[src/rtl/fwd_ctrl.sv]
// ---------------------------------------------------------------------------
// fwd_ctrl
//
// Hazard and forwarding controller for a 4-stage pipeline (ID, EX, MEM, WB).
// It tracks the destinations of the instructions in EX, MEM and WB. It stalls
// decode while a source operand is still being produced in EX or MEM. It
// selects the register-file bypass for operands produced by the instruction
// in WB, and it drives the WB write controls to the register file.
//
// Ports
//   clk, rst                     clock, synchronous active-high reset
//   id_valid                     a valid instruction is in ID
//   id_use_1/2, rn_1/2           ID source enables and register numbers
//   id_wr, id_wrn, id_wr0        ID destination: general port / R0 port
//   flush                        kill the instructions in ID and EX
//   reg_forward_1/2              operand forward selects to the register file
//   stall                        hold IF/ID and insert a bubble into EX
//   wb_wr, wb_wrn, wb_wr0        register-file write controls from WB
//   stall_cnt                    saturating count of stall cycles
// ---------------------------------------------------------------------------
module fwd_ctrl #(
   parameter int unsigned                 REG_NUM_WIDTH        = 4,
   parameter int unsigned                 REG_FORWARD_WIDTH    = 2,
   parameter logic [REG_FORWARD_WIDTH-1:0] REG_FORWARD_REG_FILE = 2'b00,
   parameter logic [REG_FORWARD_WIDTH-1:0] REG_FORWARD_WB       = 2'b01,
   parameter logic [REG_FORWARD_WIDTH-1:0] REG_FORWARD_R0       = 2'b10,
   parameter int unsigned                 STALL_CNT_WIDTH      = 16
) (
   input  logic                         clk,
   input  logic                         rst,
   input  logic                         id_valid,
   input  logic                         id_use_1,
   input  logic                         id_use_2,
   input  logic [REG_NUM_WIDTH-1:0]     rn_1,
   input  logic [REG_NUM_WIDTH-1:0]     rn_2,
   input  logic                         id_wr,
   input  logic [REG_NUM_WIDTH-1:0]     id_wrn,
   input  logic                         id_wr0,
   input  logic                         flush,
   output logic [REG_FORWARD_WIDTH-1:0] reg_forward_1,
   output logic [REG_FORWARD_WIDTH-1:0] reg_forward_2,
   output logic                         stall,
   output logic                         wb_wr,
   output logic                         wb_wr0,
   output logic [REG_NUM_WIDTH-1:0]     wb_wrn,
   output logic [STALL_CNT_WIDTH-1:0]   stall_cnt
);

   typedef struct packed {
      logic                     valid;
      logic                     wr;
      logic [REG_NUM_WIDTH-1:0] wrn;
      logic                     wr0;
   } slot_t;

   slot_t                      ex_q, mem_q, wb_q;
   slot_t                      ex_d, mem_d;
   logic [STALL_CNT_WIDTH-1:0] stall_cnt_q;
   logic                       hazard;

   // A source matches a slot when it reads the general register the slot
   // writes, or reads register 0 while the slot writes the dedicated R0 port.
   function automatic logic src_match(input slot_t                    s,
                                      input logic                     use_src,
                                      input logic [REG_NUM_WIDTH-1:0] rn);
      return s.valid & use_src & ((s.wr & (s.wrn == rn)) | (s.wr0 & (rn == '0)));
   endfunction

   // The R0 port is checked first: when WB writes register 0 through both
   // ports the register file keeps the R0 data, so the bypass must too.
   function automatic logic [REG_FORWARD_WIDTH-1:0] fwd_sel(
         input slot_t                    s,
         input logic                     use_src,
         input logic [REG_NUM_WIDTH-1:0] rn);
      if (s.valid && use_src && s.wr0 && (rn == '0))
         return REG_FORWARD_R0;
      else if (s.valid && use_src && s.wr && (s.wrn == rn))
         return REG_FORWARD_WB;
      else
         return REG_FORWARD_REG_FILE;
   endfunction

   assign hazard = src_match(ex_q,  id_use_1, rn_1) | src_match(ex_q,  id_use_2, rn_2) |
                   src_match(mem_q, id_use_1, rn_1) | src_match(mem_q, id_use_2, rn_2);

   // Flush kills the ID instruction, so it must never also be held.
   assign stall = id_valid & hazard & ~flush;

   // Selects are produced every cycle; the register file ignores them when
   // the ID instruction is invalid or stalled.
   assign reg_forward_1 = fwd_sel(wb_q, id_use_1, rn_1);
   assign reg_forward_2 = fwd_sel(wb_q, id_use_2, rn_2);

   assign wb_wr     = wb_q.valid & wb_q.wr;
   assign wb_wr0    = wb_q.valid & wb_q.wr0;
   assign wb_wrn    = wb_q.wrn;
   assign stall_cnt = stall_cnt_q;

   always_comb begin
      // NOTE: every always_comb output gets a default before any branch, so
      // no path can leave it unassigned and infer a latch.
      ex_d  = '0;
      mem_d = ex_q;
      if (id_valid && !stall && !flush)
         ex_d = '{valid: 1'b1, wr: id_wr, wrn: id_wrn, wr0: id_wr0};
      // The instruction in EX is on the wrong path of a taken branch.
      if (flush)
         mem_d = '0;
   end

   // NOTE: sequential state uses non-blocking assignments only, so every
   // register samples pre-edge values regardless of statement order.
   always_ff @(posedge clk) begin
      if (rst) begin
         ex_q        <= '0;
         mem_q       <= '0;
         wb_q        <= '0;
         stall_cnt_q <= '0;
      end else begin
         ex_q  <= ex_d;
         mem_q <= mem_d;
         wb_q  <= mem_q;
         if (stall && (stall_cnt_q != '1))
            stall_cnt_q <= stall_cnt_q + STALL_CNT_WIDTH'(1);
      end
   end

endmodule

[config.mk]
export PLATFORM = sky130hd
export DESIGN_NAME = fwd_ctrl
export DESIGN_NICKNAME = d
export VERILOG_FILES = /design/src/rtl/fwd_ctrl.sv
export SDC_FILE = /design/constraint.sdc
export NUM_CORES = 1
export LEC_CHECK = 0
export ABC_CLOCK_PERIOD_IN_PS = 6300
export CAP_MARGIN = 25
export CORE_UTILIZATION = 52
export CTS_CLUSTER_SIZE = 25
export DETAILED_ROUTE_END_ITERATION = 7
export PLACE_DENSITY = 0.92
export SLEW_MARGIN = 20
export SYNTH_ARGS = -nofsm -noshare
export SYNTH_HDL_FRONTEND = slang
export SYNTH_SLANG_ARGS = --single-unit
[constraint.sdc]
create_clock -name clk -period 6.3 [get_ports clk]
set_input_delay 0.63 -clock clk [delete_from_list [all_inputs] [get_ports clk]]
set_output_delay 0.63 -clock clk [all_outputs]
set_load 0.02 [all_outputs]
==> results.py <==
metrics = {
    "floorplan": {
        "die_area_um2": 3826,
        "initial_core_util_pct": 54.96,
        "io_pins": 47,
        "die_x_um": 61.86,
        "floorplan.rows": 21,
        "fp.dieH_um": 61.86,
        "placeableCoreArea_um2": 3390,
    },
    "pwr": {
        "peakVddDrop_mv": 0.1400,
        "power.density_nw_per_um2": 196.4,
        "p_total_mw": 0.4773,
        "p_leak_nw": 0.8728,
    },
    "clock_network": {
        "cts_tree": "done",
        "cts_resized": 0,
        "cts_root_buf": "clkbuf_4",
        "post_cts_buffers": 0,
        "clkLatencyLatePin_ns": 0.35,
        "numCtsBuffers": 5,
        "clk_path_buf_depth": 2,
        "clk_pin_slew_ns": 0.11,
        "cts-htree-levels": 2,
        "clock_sinks": 37,
        "ctsHoldBuffers": 0,
    },
    "drt": {
        "wl_per_cell_um": 13.03,
        "wl_met3_um": 268,
        "drt-vias-per-instance": 5.440,
        "ant_nets": 0,
        "drcViolationCount": 0,
        "dr.pass1.iters": 4,
        "drt-initial-drc-count": 120,
        "vias": 1621,
        "wl_met2_mm": 1.797,
        "wl_met1_mm": 1.742,
        "topRoutingLayerUsed": "met4",
        "wl_mm": 3.882,
    },
    "final_layout": {
        "post-route-util_pct": 71.69,
        "synthToLayoutAreaGrowth_pct": 30.42,
        "n_fill_cell": 257,
        "finalInstanceArea_um2": 2430,
        "n_antenna_cell": 0,
        "fin_nets": 272,
        "drive_gt1_share_pct": 7.937,
    },
    "synth": {
        "ys_seq_elements": 37,
        "synth_cells": 209,
        "synth-seq-area-share_pct": 39.76,
        "syn_area_per_cell_um2": 8.914,
        "yosysTopAreaCell": "dfxtp_1",
        "synth_area_um2": 1863,
        "yosysWarningCount": 0,
        "synth.distinct_cells": 38,
        "synthTopCellsByArea": "dfxtp_1, xor2_1, xnor2_1",
        "synth.top_cell.area_share_pct": 39.76,
        "synth_nets": 230,
    },
    "sta": {
        "worst_pin_slew_ns": 0.6308,
        "slew_violations": 0,
        "setup_tns_ns": 0,
        "rsz0062_at_grt": "no",
        "fin_crit_ns": 3.891,
        "fin_crit_sh_pct": 61.76,
        "fin_skew_ns": 0.005911,
        "finalSetupViolCount": 0,
        "fmax_mhz": 257.0,
        "holdWs_ns": 0.4851,
        "finalHoldViolCount": 0,
        "maxSlewHeadroom_pct": 57.95,
    },
    "setup_path": {
        "crit_required_ns": 5.67,
        "crit_start": "rn_1[1]",
        "r2r-end": "stall_cnt[7]",
        "r2r_start": "stall_cnt[0]",
        "reg2reg_depth": 7,
        "arrival_ns": 3.26,
        "endpoint_kind": "output pin",
        "start_kind": "primary input",
        "r2r_slack_ns": 3.87,
        "crit_path_end": "stall",
        "criticalPathCategory": "in -> out",
        "crit_fanout": 21,
    },
    "run": {
        "maxCapViolCount": 0,
    },
    "grt": {
        "grt_use_total_pct": 22.58,
        "antenna_found_initial": 0,
        "grt_pass1_vias": 1350,
        "grt-ovfl-total": 0,
        "grt_max_degree": 33,
        "grt_pass1_wl_mm": 6.230,
    },
    "placement": {
        "hpwlAfterDp_mm": 2.775,
        "io_buffers": 46,
        "dpl_cell_area_um2": 2312,
        "finalWeightedCongestion": 0.9285,
    },
    "worst_hold_path": {
        "hold_path.class": "reg -> reg",
    },
    "status": {
        "outcome": "finished clean",
    },
}
==> metal layers <==
metal  vias up  GRT usage (%)
met4         0          9.524
met2        64          37.02
met1       738          28.85
li1        812              -
met5         -              0
met3         7          4.762
==> metrics by stage <==
stage          setup WS [ns]  std cells
5_1_grt                2.233        298
3_3_place_gp           2.620        289
4_1_cts                2.416        297
6_report               2.409        298
3_5_place_dp           2.465        289
2_1_floorplan          3.789        209
==> cells in the mapped netlist <==
library cell	instances
buf_2	1
nor2b_1	15
nor4_1	9
or4_4	1
ha_1	1
nor4b_1	1
o21ba_2	1
and3_1	7
and2_4	1
o31a_1	1
nand3_1	8
mux2_2	7
a22oi_1	1
or4_1	3
xnor2_1	11
o31ai_1	2
clkbuf_1	6
dfxtp_1	37
a211oi_1	3
buf_4	4
o21ai_0	2
buf_6	1
nand2_1	11
and2_1	15
nor2_1	15
mux2i_1	1
nor3b_1	2
a21oi_1	5
inv_1	3
nor3_1	5
nand2b_1	4
nand4_1	4
a211o_1	1
xor2_1	14
or3_1	3
a221oi_1	1
and3_4	1
and4_1	1
==> flip-flops by register name, indices dropped and copies added (netlist names) <==
signal     cells
wb_q           3
stall_cnt     16
mem_q          7
ex_q           7
wb_wrn         4
==> worst max-delay path, cell delays in order <==
cell and delay (ns):
clkdlybuf4s50_1 0.51, nor4_1 0.40, nand2_1 0.15, a21oi_1 0.19
nor3_1 0.09, and2_1 0.38, nor2_1 0.26, clkdlybuf4s50_1 0.64
==> worst min-delay path by stage <==
stage	startpoint	to	slack [ns]	cells after the start
6_report	mem_q[0]	wb_q[0]	0.49	1
5_1_grt	mem_q[0]	wb_q[0]	0.51	1
4_1_cts	mem_q[0]	wb_q[0]	0.49	1
3_5_place_dp	ex_q[0]	mem_q[0]	0.47	1
3_3_place_gp	mem_q[0]	wb_q[0]	0.46	1
2_1_floorplan	ex_q[0]	mem_q[0]	0.43	1
==> power by group <==
| group | internal [mW] | switching, mW |
|---|---|---|
| clock network | 0.123 | 0.0817 |
| logic | 0.0188 | 0.0162 |
| registers | 0.236 | 0.00190 |
| total | 0.378 | 0.0998 |
==> final cells by class <==
class | count | area, um2 | area share [%]
flip-flops and latches | 37 | 740.7 | 30.48
well taps | 46 | 57.56 | 2.369
clock inverters | 3 | 65.06 | 2.678
clock buffers | 5 | 37.54 | 1.545
multi-input cells | 157 | 1042 | 42.89
inverters | 3 | 11.26 | 0.4634
repair buffers | 47 | 475.5 | 19.57
==> logic make-up (layout without fill, tap and decap cells) <==
logic type	count (synthesis)	in the layout	share of synthesized area [%]
AOI/OAI and AO/OA	17	17	6.246
xor gates and xnor gates	25	25	11.75
adders and majority gates	1	1	0.6715
buffers and inverters	15	58	4.298
DFF	37	37	39.76
muxes	8	8	4.769
and+or+nand+nor	106	106	32.50
==> cells in the final DEF, fill, tap and decap left out, drive strengths merged, types with 3 or more instances in the layout <==
cell	Yosys	routed
xnor2	11	11
clkdlybuf4s50	0	46
nand2b	4	4
nor2b	15	15
or4	4	4
xor2	14	14
or3	3	3
nor2	15	15
nand4	4	4
nand3	8	8
and3	8	8
mux2	7	7
clkbuf	6	5
and2	16	16
dfxtp	37	37
nor4	9	9
inv	3	3
a21oi	5	5
nor3	5	5
a211oi	3	3
nand2	11	11
(Power assumes the default switching activity.)
